--- config.mk ---
export PLATFORM = sky130hd
export DESIGN_NAME = result_tx_sequencer
export DESIGN_NICKNAME = d
export VERILOG_FILES = /design/src/rtl/result_tx_sequencer.sv
export SDC_FILE = /design/constraint.sdc
export NUM_CORES = 1
export LEC_CHECK = 0
export BUFFER_PORTS_ARGS = -buffer_cell sky130_fd_sc_hd__buf_4
export CAP_MARGIN = 20
export CORE_MARGIN = 1.5
export CORE_UTILIZATION = 55
export CTS_BUF_LIST = sky130_fd_sc_hd__clkbuf_16
export DETAILED_ROUTE_END_ITERATION = 10
export GPL_TIMING_DRIVEN = 0
export PLACE_DENSITY = 0.86
export SLEW_MARGIN = 20
export SYNTH_ARGS = -nofsm -noshare
export SYNTH_HDL_FRONTEND = slang
export SYNTH_SLANG_ARGS = --single-unit
--- constraint.sdc ---
create_clock -name clock -period 2.35 [get_ports clock]
set_input_delay 0.235 -clock clock [delete_from_list [all_inputs] [get_ports clock]]
set_output_delay 0.235 -clock clock [all_outputs]
set_load 0.02 [all_outputs]
--- src/rtl/result_tx_sequencer.sv ---
// result_tx_sequencer: frames each SAD match result into a 6-byte UART packet over a start/busy handshake
module result_tx_sequencer #(
  parameter logic [7:0]  HEADER      = 8'hA5,
  parameter logic [15:0] ACK_TIMEOUT = 16'd50000
) (
  input  logic       clock,
  input  logic       notReset,
  input  logic       result_valid,
  input  logic       match,
  input  logic [9:0] x_in,
  input  logic [8:0] y_in,
  input  logic       clear_flags,
  input  logic       tx_busy,
  output logic [7:0] tx_data,
  output logic       tx_start,
  output logic       send_complete,
  output logic       busy,
  output logic       overrun,
  output logic       timeout_err
);
  typedef enum logic [2:0] {IDLE, ARM, WAIT_ACK, WAIT_DONE, DONE} state_t;
  state_t state, state_nx;
  logic match_q;
  logic [9:0] x_q;
  logic [8:0] y_q;
  logic [2:0] idx;
  logic [15:0] ack_cnt;
  logic [7:0] chk;
  logic [5:0][7:0] frame;
  logic start_hit, next_byte, timeout_hit, overrun_hit;
  assign chk = HEADER ^ {match_q, 5'b0, x_q[9:8]} ^ x_q[7:0] ^ {7'b0, y_q[8]} ^ y_q[7:0];
  assign frame = {chk, y_q[7:0], {7'b0, y_q[8]}, x_q[7:0], {match_q, 5'b0, x_q[9:8]}, HEADER};
  assign send_complete = state == DONE;
  assign busy = state != IDLE;
  // next state plus the handshake events that steer the datapath
  always_comb begin
    state_nx = state;
    start_hit = 1'b0;
    next_byte = 1'b0;
    timeout_hit = 1'b0;
    overrun_hit = result_valid && state != IDLE;
    case (state)
      IDLE: state_nx = result_valid ? ARM : IDLE;
      ARM: begin
        start_hit = !tx_busy;
        state_nx = tx_busy ? ARM : WAIT_ACK;
      end
      WAIT_ACK: begin
        timeout_hit = !tx_busy && ack_cnt == ACK_TIMEOUT - 16'd1;
        state_nx = tx_busy ? WAIT_DONE : timeout_hit ? IDLE : WAIT_ACK;
      end
      WAIT_DONE: begin
        next_byte = !tx_busy && idx != 3'd5;
        state_nx = tx_busy ? WAIT_DONE : idx == 3'd5 ? DONE : ARM;
      end
      default: state_nx = IDLE;
    endcase
  end
  // state register
  always_ff @(posedge clock or negedge notReset)
    if (!notReset) state <= IDLE;
    else state <= state_nx;
  // capture, byte sequencing, ack timer and sticky flags
  always_ff @(posedge clock or negedge notReset) begin
    if (!notReset) begin
      match_q <= 1'b0;
      x_q <= '0;
      y_q <= '0;
      idx <= '0;
      ack_cnt <= '0;
      tx_data <= '0;
      tx_start <= 1'b0;
      overrun <= 1'b0;
      timeout_err <= 1'b0;
    end else begin
      tx_start <= start_hit;
      if (state == IDLE && result_valid) begin
        match_q <= match;
        x_q <= x_in;
        y_q <= y_in;
        idx <= '0;
        tx_data <= HEADER;
      end
      if (next_byte) begin
        idx <= idx + 3'd1;
        tx_data <= frame[idx + 3'd1];
      end
      ack_cnt <= start_hit ? 16'd0 : (state == WAIT_ACK && !tx_busy) ? ack_cnt + 16'd1 : ack_cnt;
      overrun <= overrun_hit || (overrun && !clear_flags);
      timeout_err <= timeout_hit || (timeout_err && !clear_flags);
    end
  end
endmodule

==> flow_summary.ini <==
[power]
p_seq_frac = 0.374
peakVddDrop_mv = 0.605
p_sw_frac = 0.402
comb_power_share = 0.420
switchingPower_mw = 1.60
p_leak_nw = 1.57
powerDensity_nw_per_um2 = 1160
power_frac_clock = 0.205
p_int_mw = 2.38

[timing]
finalCritPeriodShare = 0.936
hold_slack_ps = -29.1
finClkSkew_ps = 6.01
hold_viol_final = 25
finalSetupTns_ps = 0
rsz0062_at_grt = false
setup_viol = 0
final_max_slew_viol_count = 0
slew_headroom = 0.529
post-route-min-period_ps = 2200
tightest_slew_ps = 705
timing.fmax_mhz = 455

[synth]
synth_seq_cells = 53
synth_fp_nets = 358
synthFlopType = dfrtp_1
muxShareOfSynthArea = 0.0173
synth_warnings = 0
yosys.area_share.adder = 0.0130
synth-simple-area-share = 0.278
yosysTopAreaCell = dfrtp_1
async_flop_share = 1.00
synth_cell_types = 50
synth_edf_count = 0
synth_area_um2 = 2900
synthTopCellsByArea = dfrtp_1 46%, nand2_1 10%, o21ai_0 4.5%
synth_top_family_by_area = simple AND/OR/NAND/NOR gates
yosys.area_share.xor_xnor = 0.0376
ys_seq_area_frac = 0.458
netlist_instances = 330
synth_compound_area_frac = 0.156
synth_top_area_frac = 0.458
syn_avg_cell_area_um2 = 8.78

[clocking]
ctsResizeCount = 0
clk_latency_ps = 290
cts_hold_buffers = 0
cts_max_level = 2
clkTransAtPathRegs_ps = 70
numCtsBuffers = 5
cts-root-buf = clkbuf_16
post-cts-setup-buffers = 0
cts_tree = done
clkSinkCount = 53
cts_buffer_depth = 2

[worst_setup_path]
reg2reg_depth = 6
cp_num_buf_inv = 1
slowest_stage = xnor2_1
reg2reg_slack_ps = 150
cp_cell_sequence = ha_1, xnor2_1, buf_2, mux2i_1, a22oi_1, o21ai_0
path_max_fanout = 10
cp-start-kind = flip-flop
critical_path.max_stage_delay_ps = 530
crit_start = idx[0]
timing.rr.start = idx[0]
worstSetupPathType = flip-flop to flip-flop
r2r_end = tx_data[4]
worstSetupEndpointType = flip-flop
cp_top_family = XOR/XNOR gates
cp.arrival_ps = 2400
cp.required_ps = 2550

[global_route]
grt_max_degree = 54
grt.total_usage = 0.249
grt_pass1_wl_um = 11000
grt-ovfl-total = 0
antenna_found_initial = 0
grt_pass1_vias = 2446

[layout]
fin_nets = 401
drive_above_1_share = 0.144
synthToLayoutAreaGrowth_pct = 18.0
fillCellCount = 422
insertedDiodeCount = 0

[flow_run]
maxCapViolCount = 0

[placement]
portBuffers = 36
dp_hpwl_um = 4570
gp_congestion = 0.899

[detailed_routing]
routedWlPerCell_um = 14.6
drtIter0Drc = 190
via_per_inst = 5.67
drtAntennaViolNets = 0
num_vias = 2517
drt_first_pass_iters = 4
route.detailed.drc = 0
routed_wl_um = 6490

[die]
num_rows = 26
ios = 38
die_h_um = 75.6
start_util = 0.567
core_area_um2 = 5110
die_area_um2 = 5710
die_w_um = 75.6

[status]
violations = negative hold slack
outcome = complete, but fails checks

[hold_path]
hold_path_class = input port to async pin
-- cells by family (layout without fill, tap and decap cells) --
| group | after synthesis | in the layout |
|---|---|---|
| DFF | 53 | 53 |
| AOI/OAI and AO/OA | 73 | 73 |
| xor gates and xnor gates | 10 | 10 |
| adders and majority gates | 3 | 3 |
| muxes | 5 | 5 |
| and+or+nand+nor | 158 | 158 |
| buffers and inverters | 28 | 72 |
-- Yosys cell counts, drive strengths merged, types with 5 or more instances --
cell,instances
nand3,11
xor2,5
inv,9
nand2b,7
clkbuf,14
o31ai,5
or4,5
nor2,10
a21oi,15
mux2i,5
nor4,5
nor3,6
or3,7
o21ai,26
nand4,5
dfrtp,53
and3,5
nand2,80
a31oi,10
-- layer usage --
layer,part of all wire,global-route usage,up-vias
li1,-,-,1252
met1,0.43,0.291,1181
met2,0.52,0.460,71
met3,0.036,0.0370,13
met4,0.016,0.0913,0
met5,0,0,-
-- worst reg2reg max path, delay by kind of cell, from the launching register on --
| kind | cells | cell delay, ps |
|---|---|---|
| AOI/OAI and AO/OA | 2 | 300 |
| xor gates and xnor gates | 1 | 530 |
| adders and majority gates | 1 | 280 |
| buffers and inverters | 1 | 340 |
| DFF | 1 | 420 |
| muxes | 1 | 250 |
-- power groups by stage --
stage | Combinational, mW | Clock (mW) | Sequential [mW]
floorplan | 1.12 | 0 | 1.51
finish | 1.67 | 0.816 | 1.49
CTS | 1.67 | 0.826 | 1.48
global placement | 1.60 | 0 | 1.47
global route | 1.86 | 0.861 | 1.52
detailed placement | 1.65 | 0 | 1.49
-- metrics by stage --
step           setup WS [ps]  cells   util  cell area [um^2]  total power, mW
6_report                 150    444  0.669              3420             3.97
5_1_grt                 65.6    444  0.669              3420             4.25
4_1_cts                  171    444  0.669              3420             3.98
3_5_place_dp             244    436  0.637              3260             3.14
3_3_place_gp             308    436  0.637              3260             3.07
2_1_floorplan            635    330      -              2900             2.63
-- worst max path at each step --
stage / end / slack [ps] / cells after the start
detailed placement: tx_data[4] / 240 / 6
floorplan: tx_data[4] / 640 / 6
CTS: tx_data[4] / 170 / 6
global placement: tx_data[4] / 310 / 6
finish: tx_data[4] / 150 / 6
global route: tx_data[4] / 70 / 6
-- cell type report --
class	count	area (um^2)	area share
well taps	70	87.6	0.0256
inverters	10	37.5	0.0110
clock buffers	5	125	0.0366
plain buffers	18	78.8	0.0231
repair buffers	36	270	0.0791
flip-flops and latches	53	1330	0.388
clock inverters	3	37.5	0.0110
multi-input cells	249	1460	0.426
-- registers in the layout (all words and copies together) (netlist names) --
| signal | count |
|---|---|
| overrun | 1 |
| y_q | 9 |
| idx | 3 |
| timeout_err | 1 |
| x_q | 10 |
| tx_data | 8 |
| match_q | 1 |
| state | 3 |
| tx_start | 1 |
| ack_cnt | 16 |
-- cell usage in the layout (no fill, tap or decap), types with 3 or more instances in the layout --
master	count
a21oi_1	15
a22oi_1	3
a31oi_1	10
and2_1	4
and3_1	5
buf_2	3
buf_4	36
clkbuf_1	14
clkbuf_16	5
dfrtp_1	53
ha_1	3
inv_1	10
mux2i_1	5
nand2_1	80
nand2b_1	7
nand3_1	11
nand4_1	4
nor2_1	10
nor3_1	5
nor4_1	5
o21ai_0	26
o31ai_1	5
or3_1	7
or4_1	5
xnor2_1	4
xor2_1	4
Power figures use the tool's default switching activity.
